===== config.mk =====
export PLATFORM = sky130hd
export DESIGN_NAME = twi_target
export DESIGN_NICKNAME = d
export VERILOG_FILES = /design/src/rtl/twi_define.sv /design/src/rtl/twi_target_sync.sv /design/src/rtl/twi_target.sv
export SDC_FILE = /design/constraint.sdc
export NUM_CORES = 1
export LEC_CHECK = 0
export BUFFER_PORTS_ARGS = -buffer_cell sky130_fd_sc_hd__buf_2
export CAP_MARGIN = 10
export CORE_MARGIN = 2
export CORE_UTILIZATION = 60
export DETAILED_ROUTE_END_ITERATION = 6
export PLACE_DENSITY = 0.78
export SLEW_MARGIN = 30
export SYNTH_ARGS = -nofsm -noshare
export SYNTH_HDL_FRONTEND = slang
export SYNTH_SLANG_ARGS = --single-unit

===== constraint.sdc =====
create_clock -name CLK_I -period 7.2 [get_ports CLK_I]
set_clock_uncertainty 0.05 [all_clocks]
set_input_delay 0.36 -clock CLK_I [delete_from_list [all_inputs] [get_ports CLK_I]]
set_output_delay 0.36 -clock CLK_I [all_outputs]
set_load 0.03 [all_outputs]

===== src/rtl/twi_define.sv =====
// ----------------------------------------------------------------------------
// twi_define
// Shared definitions for the TWI (I2C) target: the bus state encoding, the
// default target address, and a 3-input majority helper that the optional
// glitch filter uses.
// ----------------------------------------------------------------------------
package twi_define;

    // Bus-side protocol states of the target.
    typedef enum logic [3:0] {
        IDLE      = 4'd0,
        ADDR      = 4'd1,
        ADDR_ACK  = 4'd2,
        PTR       = 4'd3,
        PTR_ACK   = 4'd4,
        WDATA     = 4'd5,
        WDATA_ACK = 4'd6,
        RDATA     = 4'd7,
        RDATA_ACK = 4'd8,
        IGNORE    = 4'd9
    } twi_state_e;

    localparam logic [6:0]  TWI_DEFAULT_ADDR = 7'h50;
    localparam int unsigned TWI_DEFAULT_NREG = 8;

    // Majority vote of three samples.
    function automatic logic maj3(input logic a, input logic b, input logic c);
        return (a & b) | (a & c) | (b & c);
    endfunction

endpackage


===== src/rtl/twi_target_sync.sv =====
// ----------------------------------------------------------------------------
// twi_target_sync
// Brings the raw SCL/SDA pad inputs into the CLK_I domain and derives the
// bus events the target state machine works on.
//
// Optional build macro: TWI_TARGET_GLITCH_FILTER_EN
//   defined   : each synchronised line passes a 3-sample majority filter
//               (one extra cycle of latency, single-cycle glitches rejected)
//   undefined : the 2-FF synchroniser output is used directly
//
// Ports:
//   clk        in   system clock
//   rst        in   asynchronous active-high reset
//   scl_raw    in   SCL pad input
//   sda_raw    in   SDA pad input
//   sda        out  clean SDA level (for sampling on SCL rise)
//   start_det  out  one-cycle pulse: SDA fell while SCL high
//   stop_det   out  one-cycle pulse: SDA rose while SCL high
//   scl_rise   out  one-cycle pulse: SCL rising edge (sample point)
//   scl_fall   out  one-cycle pulse: SCL falling edge (drive point)
// ----------------------------------------------------------------------------
module twi_target_sync
    import twi_define::*;
(
    input  logic clk,
    input  logic rst,
    input  logic scl_raw,
    input  logic sda_raw,
    output logic sda,
    output logic start_det,
    output logic stop_det,
    output logic scl_rise,
    output logic scl_fall
);

    logic scl_meta_r;
    logic scl_sync_r;
    logic sda_meta_r;
    logic sda_sync_r;
    logic scl_lvl_s;
    logic sda_lvl_s;
    logic scl_prev_r;
    logic sda_prev_r;

    // Two-flop synchronisers; idle bus level is high, so reset to 1.
    always_ff @(posedge clk or posedge rst) begin
        if (rst) begin
            scl_meta_r <= 1'b1;
            scl_sync_r <= 1'b1;
            sda_meta_r <= 1'b1;
            sda_sync_r <= 1'b1;
        end else begin
            scl_meta_r <= scl_raw;
            scl_sync_r <= scl_meta_r;
            sda_meta_r <= sda_raw;
            sda_sync_r <= sda_meta_r;
        end
    end

`ifdef TWI_TARGET_GLITCH_FILTER_EN
    logic scl_d1_r;
    logic scl_d2_r;
    logic sda_d1_r;
    logic sda_d2_r;

    // Sample history for the majority filter.
    always_ff @(posedge clk or posedge rst) begin
        if (rst) begin
            scl_d1_r <= 1'b1;
            scl_d2_r <= 1'b1;
            sda_d1_r <= 1'b1;
            sda_d2_r <= 1'b1;
        end else begin
            scl_d1_r <= scl_sync_r;
            scl_d2_r <= scl_d1_r;
            sda_d1_r <= sda_sync_r;
            sda_d2_r <= sda_d1_r;
        end
    end

    // A level must be seen on two of three consecutive samples to pass.
    assign scl_lvl_s = maj3(scl_sync_r, scl_d1_r, scl_d2_r);
    assign sda_lvl_s = maj3(sda_sync_r, sda_d1_r, sda_d2_r);
`else
    assign scl_lvl_s = scl_sync_r;
    assign sda_lvl_s = sda_sync_r;
`endif

    // Previous clean levels for edge detection.
    always_ff @(posedge clk or posedge rst) begin
        if (rst) begin
            scl_prev_r <= 1'b1;
            sda_prev_r <= 1'b1;
        end else begin
            scl_prev_r <= scl_lvl_s;
            sda_prev_r <= sda_lvl_s;
        end
    end

    // START/STOP require SCL high on both the old and new sample so that an
    // SDA change coinciding with an SCL edge is treated as data, not a
    // bus condition.
    assign sda       = sda_lvl_s;
    assign start_det = sda_prev_r & ~sda_lvl_s & scl_lvl_s & scl_prev_r;
    assign stop_det  = ~sda_prev_r & sda_lvl_s & scl_lvl_s & scl_prev_r;
    assign scl_rise  = scl_lvl_s & ~scl_prev_r;
    assign scl_fall  = ~scl_lvl_s & scl_prev_r;

endmodule


===== src/rtl/twi_target.sv =====
// ----------------------------------------------------------------------------
// twi_target
// I2C (TWI) target answering one 7-bit address and exposing NREG 8-bit
// registers. The master writes a pointer byte followed by data bytes
// (auto-increment); reads start at the current pointer and advance on each
// master ACK. The pointer persists between transactions. A local port gives
// the SoC side access to the same bank; an I2C commit wins a same-cycle
// collision with a local write to the same register.
//
// Optional build macro: TWI_TARGET_GLITCH_FILTER_EN (majority filter on the
// synchronised SCL/SDA, see twi_target_sync).
//
// Ports:
//   CLK_I      in   system clock (>= 16x SCL rate)
//   RST_I      in   asynchronous active-high reset
//   SCL_I      in   raw SCL pad input
//   SDA_I      in   raw SDA pad input
//   SDA_OEN    out  0 = pull SDA low, 1 = release
//   REG_WE     in   local write strobe
//   REG_ADR    in   local register address (PW bits)
//   REG_DAT_I  in   local write data
//   REG_DAT_O  out  local read data, one cycle after REG_ADR
//   WR_STB     out  one-cycle pulse per byte committed from the bus
//   WR_ADR     out  register index belonging to WR_STB
//   BUSY       out  high from address ACK until STOP, START or read NACK
// ----------------------------------------------------------------------------
module twi_target
    import twi_define::*;
#(
    parameter logic [6:0] SLV_ADDR = TWI_DEFAULT_ADDR,
    parameter int         NREG     = TWI_DEFAULT_NREG,
    localparam int        PW       = $clog2(NREG)
)(
    input  logic          CLK_I,
    input  logic          RST_I,
    input  logic          SCL_I,
    input  logic          SDA_I,
    output logic          SDA_OEN,
    input  logic          REG_WE,
    input  logic [PW-1:0] REG_ADR,
    input  logic [7:0]    REG_DAT_I,
    output logic [7:0]    REG_DAT_O,
    output logic          WR_STB,
    output logic [PW-1:0] WR_ADR,
    output logic          BUSY
);

    localparam logic [PW-1:0] PTR_ONE = PW'(1'b1);

    logic          sda_s;
    logic          start_s;
    logic          stop_s;
    logic          rise_s;
    logic          fall_s;

    twi_state_e    state_r;
    twi_state_e    state_nxt_s;
    logic [3:0]    bit_cnt_r;
    logic [7:0]    shift_r;
    logic [7:0]    tx_r;
    logic [PW-1:0] ptr_r;
    logic [7:0]    regs_r [NREG];

    logic          sda_oen_r;
    logic          busy_r;
    logic          wr_stb_r;
    logic [PW-1:0] wr_adr_r;
    logic [7:0]    reg_dat_r;

    logic [7:0]    rx_byte_s;
    logic [7:0]    rd_byte_s;
    logic          addr_match_s;
    logic          last_bit_s;
    logic          byte_end_s;

    logic          sda_oen_nxt_s;
    logic          busy_nxt_s;
    logic          cnt_clr_s;
    logic          cnt_inc_s;
    logic          rx_shift_s;
    logic          ptr_load_s;
    logic          ptr_inc_s;
    logic          commit_s;
    logic          tx_load_s;
    logic          tx_shift_s;

    twi_target_sync u_sync (
        .clk       (CLK_I),
        .rst       (RST_I),
        .scl_raw   (SCL_I),
        .sda_raw   (SDA_I),
        .sda       (sda_s),
        .start_det (start_s),
        .stop_det  (stop_s),
        .scl_rise  (rise_s),
        .scl_fall  (fall_s)
    );

    // rx_byte_s is the complete byte as of the 8th SCL rise (current SDA as LSB).
    assign rx_byte_s    = {shift_r[6:0], sda_s};
    assign rd_byte_s    = regs_r[ptr_r];
    assign addr_match_s = (shift_r[7:1] == SLV_ADDR);
    assign last_bit_s   = (bit_cnt_r == 4'd7);
    assign byte_end_s   = (bit_cnt_r == 4'd8);

    // State register.
    always_ff @(posedge CLK_I or posedge RST_I) begin
        if (RST_I) begin
            state_r <= IDLE;
        end else begin
            state_r <= state_nxt_s;
        end
    end

    // Next-state logic; START/STOP override whatever the state machine is doing.
    always_comb begin
        state_nxt_s = state_r;
        if (start_s) begin
            state_nxt_s = ADDR;
        end else if (stop_s) begin
            state_nxt_s = IDLE;
        end else begin
            case (state_r)
                IDLE:      state_nxt_s = IDLE;
                ADDR: begin
                    if (fall_s && byte_end_s) begin
                        state_nxt_s = addr_match_s ? ADDR_ACK : IGNORE;
                    end else begin
                        state_nxt_s = ADDR;
                    end
                end
                ADDR_ACK: begin
                    if (fall_s) begin
                        state_nxt_s = shift_r[0] ? RDATA : PTR;
                    end else begin
                        state_nxt_s = ADDR_ACK;
                    end
                end
                PTR:       state_nxt_s = (fall_s && byte_end_s) ? PTR_ACK : PTR;
                PTR_ACK:   state_nxt_s = fall_s ? WDATA : PTR_ACK;
                WDATA:     state_nxt_s = (fall_s && byte_end_s) ? WDATA_ACK : WDATA;
                WDATA_ACK: state_nxt_s = fall_s ? WDATA : WDATA_ACK;
                RDATA:     state_nxt_s = (fall_s && byte_end_s) ? RDATA_ACK : RDATA;
                RDATA_ACK: begin
                    if (rise_s && sda_s) begin
                        state_nxt_s = IGNORE;
                    end else if (fall_s) begin
                        state_nxt_s = RDATA;
                    end else begin
                        state_nxt_s = RDATA_ACK;
                    end
                end
                IGNORE:    state_nxt_s = IGNORE;
                default:   state_nxt_s = IDLE;
            endcase
        end
    end

    // Output/control decode. SDA_OEN only moves on an SCL fall, so the
    // target never changes SDA while SCL is high.
    always_comb begin
        sda_oen_nxt_s = sda_oen_r;
        busy_nxt_s    = busy_r;
        cnt_clr_s     = 1'b0;
        cnt_inc_s     = 1'b0;
        rx_shift_s    = 1'b0;
        ptr_load_s    = 1'b0;
        ptr_inc_s     = 1'b0;
        commit_s      = 1'b0;
        tx_load_s     = 1'b0;
        tx_shift_s    = 1'b0;
        if (start_s || stop_s) begin
            sda_oen_nxt_s = 1'b1;
            busy_nxt_s    = 1'b0;
            cnt_clr_s     = 1'b1;
        end else begin
            case (state_r)
                ADDR: begin
                    if (rise_s && !byte_end_s) begin
                        rx_shift_s = 1'b1;
                        cnt_inc_s  = 1'b1;
                    end else if (fall_s && byte_end_s && addr_match_s) begin
                        sda_oen_nxt_s = 1'b0;
                        busy_nxt_s    = 1'b1;
                    end else begin
                        sda_oen_nxt_s = sda_oen_r;
                    end
                end
                PTR: begin
                    if (rise_s && !byte_end_s) begin
                        rx_shift_s = 1'b1;
                        cnt_inc_s  = 1'b1;
                        ptr_load_s = last_bit_s;
                    end else if (fall_s && byte_end_s) begin
                        sda_oen_nxt_s = 1'b0;
                    end else begin
                        sda_oen_nxt_s = sda_oen_r;
                    end
                end
                WDATA: begin
                    if (rise_s && !byte_end_s) begin
                        rx_shift_s = 1'b1;
                        cnt_inc_s  = 1'b1;
                        commit_s   = last_bit_s;
                        ptr_inc_s  = last_bit_s;
                    end else if (fall_s && byte_end_s) begin
                        sda_oen_nxt_s = 1'b0;
                    end else begin
                        sda_oen_nxt_s = sda_oen_r;
                    end
                end
                ADDR_ACK: begin
                    if (fall_s) begin
                        cnt_clr_s = 1'b1;
                        if (shift_r[0]) begin
                            // Read: first data bit goes out on the same fall that ends the ACK.
                            tx_load_s     = 1'b1;
                            sda_oen_nxt_s = rd_byte_s[7];
                        end else begin
                            sda_oen_nxt_s = 1'b1;
                        end
                    end else begin
                        sda_oen_nxt_s = sda_oen_r;
                    end
                end
                PTR_ACK, WDATA_ACK: begin
                    if (fall_s) begin
                        sda_oen_nxt_s = 1'b1;
                        cnt_clr_s     = 1'b1;
                    end else begin
                        sda_oen_nxt_s = sda_oen_r;
                    end
                end
                RDATA: begin
                    if (rise_s && !byte_end_s) begin
                        cnt_inc_s = 1'b1;
                    end else if (fall_s && byte_end_s) begin
                        sda_oen_nxt_s = 1'b1;
                    end else if (fall_s) begin
                        tx_shift_s    = 1'b1;
                        sda_oen_nxt_s = tx_r[7];
                    end else begin
                        sda_oen_nxt_s = sda_oen_r;
                    end
                end
                RDATA_ACK: begin
                    if (rise_s && sda_s) begin
                        busy_nxt_s = 1'b0;
                    end else if (rise_s) begin
                        ptr_inc_s = 1'b1;
                    end else if (fall_s) begin
                        // Pointer already advanced on the ACK rise.
                        tx_load_s     = 1'b1;
                        cnt_clr_s     = 1'b1;
                        sda_oen_nxt_s = rd_byte_s[7];
                    end else begin
                        sda_oen_nxt_s = sda_oen_r;
                    end
                end
                IDLE, IGNORE: begin
                    sda_oen_nxt_s = 1'b1;
                end
                default: begin
                    sda_oen_nxt_s = 1'b1;
                    busy_nxt_s    = 1'b0;
                end
            endcase
        end
    end

    // Bit counter, receive/transmit shifters and register pointer.
    always_ff @(posedge CLK_I or posedge RST_I) begin
        if (RST_I) begin
            bit_cnt_r <= 4'd0;
            shift_r   <= 8'h00;
            tx_r      <= 8'h00;
            ptr_r     <= '0;
        end else begin
            if (cnt_clr_s) begin
                bit_cnt_r <= 4'd0;
            end else if (cnt_inc_s) begin
                bit_cnt_r <= bit_cnt_r + 4'd1;
            end
            if (rx_shift_s) begin
                shift_r <= rx_byte_s;
            end
            // The read byte is captured here so later bank writes cannot disturb it.
            if (tx_load_s) begin
                tx_r <= {rd_byte_s[6:0], 1'b0};
            end else if (tx_shift_s) begin
                tx_r <= {tx_r[6:0], 1'b0};
            end
            if (ptr_load_s) begin
                ptr_r <= rx_byte_s[PW-1:0];
            end else if (ptr_inc_s) begin
                ptr_r <= ptr_r + PTR_ONE;
            end
        end
    end

    // Register bank; the bus commit is written last so it wins a same-register collision.
    always_ff @(posedge CLK_I or posedge RST_I) begin
        if (RST_I) begin
            for (int i = 0; i < NREG; i++) begin
                regs_r[i] <= 8'h00;
            end
        end else begin
            if (REG_WE) begin
                regs_r[REG_ADR] <= REG_DAT_I;
            end
            if (commit_s) begin
                regs_r[ptr_r] <= rx_byte_s;
            end
        end
    end

    // Registered outputs.
    always_ff @(posedge CLK_I or posedge RST_I) begin
        if (RST_I) begin
            sda_oen_r <= 1'b1;
            busy_r    <= 1'b0;
            wr_stb_r  <= 1'b0;
            wr_adr_r  <= '0;
            reg_dat_r <= 8'h00;
        end else begin
            sda_oen_r <= sda_oen_nxt_s;
            busy_r    <= busy_nxt_s;
            wr_stb_r  <= commit_s;
            if (commit_s) begin
                wr_adr_r <= ptr_r;
            end
            reg_dat_r <= regs_r[REG_ADR];
        end
    end

    assign SDA_OEN   = sda_oen_r;
    assign BUSY      = busy_r;
    assign WR_STB    = wr_stb_r;
    assign WR_ADR    = wr_adr_r;
    assign REG_DAT_O = reg_dat_r;

endmodule


# Yosys cells after proc, flatten, opt, wreduce, memory -nomap -nowiden
# Cells that the tools add are included.
[word_totals] register_bits=111 latchBits=0 mem_bits_rw=0 mem_bits_ro=0 n_memories=0
[op_classes] n_addsub=2 n_mul=0 div=0 order_cmp=4 n_eq_ne=25 shift=0 mux=81 n_bitwise=14 reduce_logical=20
[op_table] op="bitwise mux 64 bit" count=2
[op_table] op="2-to-1 mux 64 bit" count=2
[op_table] op="2-to-1 mux 8 bit" count=8
[op_table] op="binary-select mux 8 bit (select 3 bit)" count=2
[op_table] op="demux 8 bit (select 3 bit)" count=2
[op_table] op="2-to-1 mux 1 bit" count=43
[op_table] op="2-to-1 mux 4 bit" count=9
[op_table] op="case mux 4 bit (9 select lines)" count=1
[op_table] op="inequality test 3 bit, second input constant" count=10
[op_table] op="equality test 4 x 3 -> 1 bit, second input constant" count=5
[op_table] op="2-to-1 mux 3 bit" count=5
[op_table] op="equality test 4 bit, second input constant" count=3
[op_table] op="AND reduction 11 bit" count=1
[op_table] op="bitwise AND 1 bit" count=8
[op_table] op="equality test 4 x 2 -> 1 bit, second input constant" count=2
[op_table] op="greater-or-equal comparator 4 bit, second input constant" count=2
[op_table] op="< comparator 4 x 1 -> 1 bit, second input constant" count=2
[op_table] op="NOT 3 -> 4 bit" count=2
[op_table] op="OR reduction 8 bit" count=1
[op_table] op="equality test 7 bit, second input constant" count=1
[op_table] op="logical AND 1 bit" count=6
[op_table] op="case mux 1 bit (2 select lines)" count=3
[op_table] op="case mux 1 bit (6 select lines)" count=1
[op_table] op="nonzero test 2 bit" count=3
[op_table] op="16 further kinds" count=22

# Longest topological paths before layout
[depth] depth_word=9 depth_mapped=8 ltp_nobuf=7

# Modules after synthesis
# From an unflattened synthesis, not the netlist that was laid out.
[hier_totals] cells_unflattened=570 area_unflattened_um2=6322.3
[modules_own_cells] module="twi_target" n_inst=1 cells_each=559 area_each_um2=6128.4
[modules_own_cells] module="twi_target_sync" n_inst=1 cells_each=11 area_each_um2=193.9

# Least setup slack after synthesis
# Ideal clock, no wire load.
[synth_timing] kind="flip-flop to flip-flop" from="reg bit_cnt_r[0]" to="reg regs_r[14] (netlist name)" setup_ps=123 t_arrival_ps=1654 t_required_ps=7027 slack_ps=5373 stages_incl_launch_ff=9 path_buffers=2 synth_period_minus_slack_ps=1827 path_cell_list="dfrtp_1 > ha_1 > nand3b_1 > nor4_4 > buf_6 > nand4b_4 > buf_6 > nor2_1 > a21oi_1"
[synth_via] elab_chain_len=7
[synth_rtl] item="start: declaration" line="twi_target.sv:58" source="logic [3:0] bit_cnt_r;"
[synth_rtl] item="start signal: assignment" line="twi_target.sv:282" source="bit_cnt_r <= bit_cnt_r + 4'd1;"
[synth_rtl] item="equality test 4 bit" line="twi_target.sv:104" source="assign byte_end_s = (bit_cnt_r == 4'd8);"
[synth_rtl] item="zero test 1 bit" line="twi_target.sv:201" source="if (rise_s && !byte_end_s) begin"
[synth_rtl] item="logical AND 1 bit" line="twi_target.sv:201"
[synth_rtl] item="2-to-1 mux 1 bit *" line="twi_target.sv:201"
[synth_rtl] item="2-to-1 mux 1 bit *" line="twi_target.sv:177" source="case (state_r)"
[synth_rtl] item="2-to-1 mux 1 bit *" line="twi_target.sv:172" source="if (start_s || stop_s) begin"
[synth_rtl] item="via commit_s" line="twi_target.sv:83" source="logic commit_s;"
[synth_rtl] item="2-to-1 mux 64 bit *" line="twi_target.sv:311" source="if (commit_s) begin"
[synth_rtl] item="end signal: indexed assignment" line="twi_target.sv:312" source="regs_r[ptr_r] <= rx_byte_s;"
[synth_rtl] item="end: declaration" line="twi_target.sv:62" source="logic [7:0] regs_r [NREG];"
# The timed path passes the listed nets; every way through them passes the cells marked *.
# A chain may end at the register's enable or synchronous reset.

# Final worst setup path
[layout_timing] from="reg state_r[3]" to="reg regs_r[4] (netlist name)"
[layout_via] elab_chain_len=4
[layout_rtl] item="start: declaration" line="twi_target.sv:56" source="twi_state_e state_r;"
[layout_rtl] item="start signal: assignment" line="twi_target.sv:111" source="state_r <= state_nxt_s;"
[layout_rtl] item="equality test 4 x 3 -> 1 bit" line="twi_target.sv:177"
[layout_rtl] item="2-to-1 mux 1 bit" line="twi_target.sv:177"
[layout_rtl] item="2-to-1 mux 1 bit" line="twi_target.sv:172"
[layout_rtl] item="2-to-1 mux 64 bit" line="twi_target.sv:311"
# No other way between the ends.

==> results.sh <==
export IMPL_drive_above_1_share_pct=21.4
export IMPL_ctsLongestPathBuffers=2
export IMPL_finalSetupViolCount=0
export IMPL_grt_pass1_vias=4412
export IMPL_netlist_area_leader_share_pct=40.9
export IMPL_synth_cell_types=57
export IMPL_place_ws_ns=4.01
export IMPL_drcViolationCount=0
export IMPL_grt_pass1_wl_um=23400
export IMPL_crit_path_max_incr_delay_ns=0.70
export IMPL_synth_area_um2=6300
export IMPL_rows=37
export IMPL_whs_ns=0.301
export IMPL_dpl_instance_area_um2=6380
export IMPL_finalWirelength_um=14800
export IMPL_antenna_found_initial=0
export IMPL_port_buffers=29
export IMPL_synth_area_per_cell_um2=11.1
export IMPL_synthAdderAreaFrac_pct=0.595
export IMPL_finalHoldViolCount=0
export IMPL_ir_worst_vdd_uv=138
export IMPL_yosysWarnings=0
export IMPL_worst_slack_ns=4.15
export IMPL_clock_sinks=110
export IMPL_grt_total_usage_pct=27.7
export IMPL_synth_compound_area_share_pct=9.65
export IMPL_place_congestion=0.900
export IMPL_fp_dieArea_um2=11300
export IMPL_worstSkewPairLatency_ns=0.39
export IMPL_power_density_nw_per_um2=222
export IMPL_slew_headroom_pct=36.3
export IMPL_viasPerCell=6.51
export IMPL_cp_num_buf_inv=1
export IMPL_crit_chain="nand2b_4, nor4_4, buf_4, nand4_1, nor2_1, a21oi_1"
export IMPL_cts_root_buf="clkbuf_8"
export IMPL_path_max_fanout=18
export IMPL_total_power_w=0.00147
export IMPL_start_util_pct=61.3
export IMPL_synth_xor_area_share_pct=0.973
export IMPL_num_io_pins=30
export IMPL_ys_flop_type="dfrtp_1"
export IMPL_required_ns=7.39
export IMPL_max_freq_ghz=0.328
export IMPL_start_kind="register"
export IMPL_rsz0062_at_grt="no"
export IMPL_synth_top_area_cell="dfrtp_1"
export IMPL_numCtsBuffers=9
export IMPL_critPathTopFamily="simple AND/OR/NAND/NOR gates"
export IMPL_ys_seq_area_share_pct=43.8
export IMPL_firstDrtPassIters=5
export IMPL_cts_resized=0
export IMPL_grt_max_degree=70
export IMPL_final_max_slew_viol_count=0
export IMPL_final_nets=580
export IMPL_crit_path_end_kind="register"
export IMPL_coreArea_um2=10300
export IMPL_fin_area_um2=6610
export IMPL_antenna_left=0
export IMPL_setup_tns_ns=0
export IMPL_clk_pin_slew_ns=0.10
export IMPL_overflow=0
export IMPL_dp_final_hpwl_um=9770
export IMPL_yosys_top_cells_count="103 x dfrtp_1, 81 x nor2_1, 77 x mux2i_1, 75 x a21oi_1, 30 x mux4_2"
export IMPL_h_tree_depth=3
export IMPL_die_w_um=107
export IMPL_antenna_cells=0
export IMPL_synth_seq_cells=110
export IMPL_drt_initial_drc_count=391
export IMPL_cp_data_arrival_time_ns=3.24
export IMPL_cap_violations=0
export IMPL_synth_simple_gate_area_share_pct=13.8
export IMPL_async_reset_ff_share_pct=100
export IMPL_dieHeight_um=107
export IMPL_synth_top_family_by_area="multiplexers"
export IMPL_yosysMostFrequentCell="dfrtp_1"
export IMPL_syn_inst=568
export IMPL_syn_nets=587
export IMPL_synth_area_mux_share_pct=26.5
export IMPL_cp_slowest_cell="nand4_1"
export IMPL_routedWlPerCell_um=21.1
export IMPL_synth_edf_count=0
export IMPL_syn2layout_area_growth_pct=4.84
export IMPL_worstMarginPinSlew_ns=0.955
export IMPL_p_leak_nw=2.97
export IMPL_hp_class="input pin to register"
export IMPL_cts_tree="built"
export IMPL_status="complete, no violations"
export IMPL_via_count=4562
export IMPL_path_class="register to register"
export IMPL_period_needed_ns=3.05
export IMPL_synth_area_leaders="dfrtp_1 41%, mux2i_1 12%, mux4_2 11%"
export IMPL_finalCritPeriodShare_pct=42.3
[logic make-up after synthesis]
| logic type | Yosys count |
|---|---|
| muxes | 127 |
| xor gates and xnor gates | 7 |
| DFF | 110 |
| and+or+nand+nor | 158 |
| AOI/OAI and AO/OA | 107 |
| adders and majority gates | 3 |
| buffers and inverters | 56 |
[placed cells by master (no fill, tap or decap), types with 6 or more instances in the layout]
cell / instances
buf_2: 29
dfstp_2: 7
nor3_1: 6
o21ai_0: 10
mux2_2: 20
a21oi_1: 75
nand2_1: 14
dfrtp_1: 102
nand3_1: 11
mux2i_1: 77
nor2_1: 81
mux4_2: 30
nor2b_1: 8
clkbuf_8: 10
[state kept, by name, indices dropped and copies added, names as in the netlist]
signal,cells
u_sync.scl_meta_r,1
u_sync.scl_lvl_s,1
u_sync.sda,1
ptr_r,3
tx_r,7
WR_ADR,3
u_sync.sda_prev_r,1
u_sync.scl_prev_r,1
REG_DAT_O,8
regs_r,64
u_sync.sda_meta_r,1
SDA_OEN,1
shift_r,8
BUSY,1
bit_cnt_r,4
state_r,4
WR_STB,1
[repair_timing]
action,CTS,global route
hold buffers,3,0
hold endpoints to repair,36,0
setup buffers,0,0
[worst register-to-register path, stage by stage, from the launching register on]
cell	delay, ns
dfrtp_1	0.60
nand2b_4	0.29
nor4_4	0.50
buf_4	0.29
nand4_1	0.70
nor2_1	0.40
a21oi_1	0.08
[stage by stage]
| step | util (%) | cells |
|---|---|---|
| 2_1_floorplan | - | 568 |
| 3_3_place_gp | 61.9 | 682 |
| 3_5_place_dp | 62.1 | 682 |
| 4_1_cts | 64.2 | 700 |
| 5_1_grt | 64.3 | 701 |
| 6_report | 64.3 | 701 |
[where the power goes]
part / total (W) / internal, W / switching (W)
clock: 0.000378 / 0.000168 / 0.000211
combinational: 0.000288 / 0.000152 / 0.000136
sequential: 0.000800 / 0.000716 / 0.0000838
total: 0.00147 / 0.00104 / 0.000430
[routing by layer]
layer  wire length [um]  global-route usage, %
met1               6200                   37.9
met2               7020                   41.8
met3               1150                   6.19
met4                449                   13.8
met5                  0                      0
[worst paths after layout]
kind	start	endpoint	slack [ns]	cells past startpoint
setup / recovery	state_r[3]	regs_r[4]	4.15	6
hold / removal	REG_DAT_I[5]	regs_r[5]	0.30	3
setup reg to reg	state_r[3]	regs_r[4]	4.15	6
hold reg to reg	u_sync.scl_meta_r	u_sync.scl_lvl_s	0.31	0
max in group asynchronous	RST_I	regs_r[59]	5.33	4
min in group asynchronous	RST_I	WR_ADR[1]	0.51	3
[layout make-up]
class                           count  area [um^2]
Sequential cell                   110         2760
Multi-Input combinational cell    402         3280
Inverter                            3         13.8
Timing Repair Buffer               35          198
Fill cell                         835         3670
Clock inverter                      4         47.5
Tap cell                          136          170
Clock buffer                       11          141
Power figures use the tool's default switching activity.
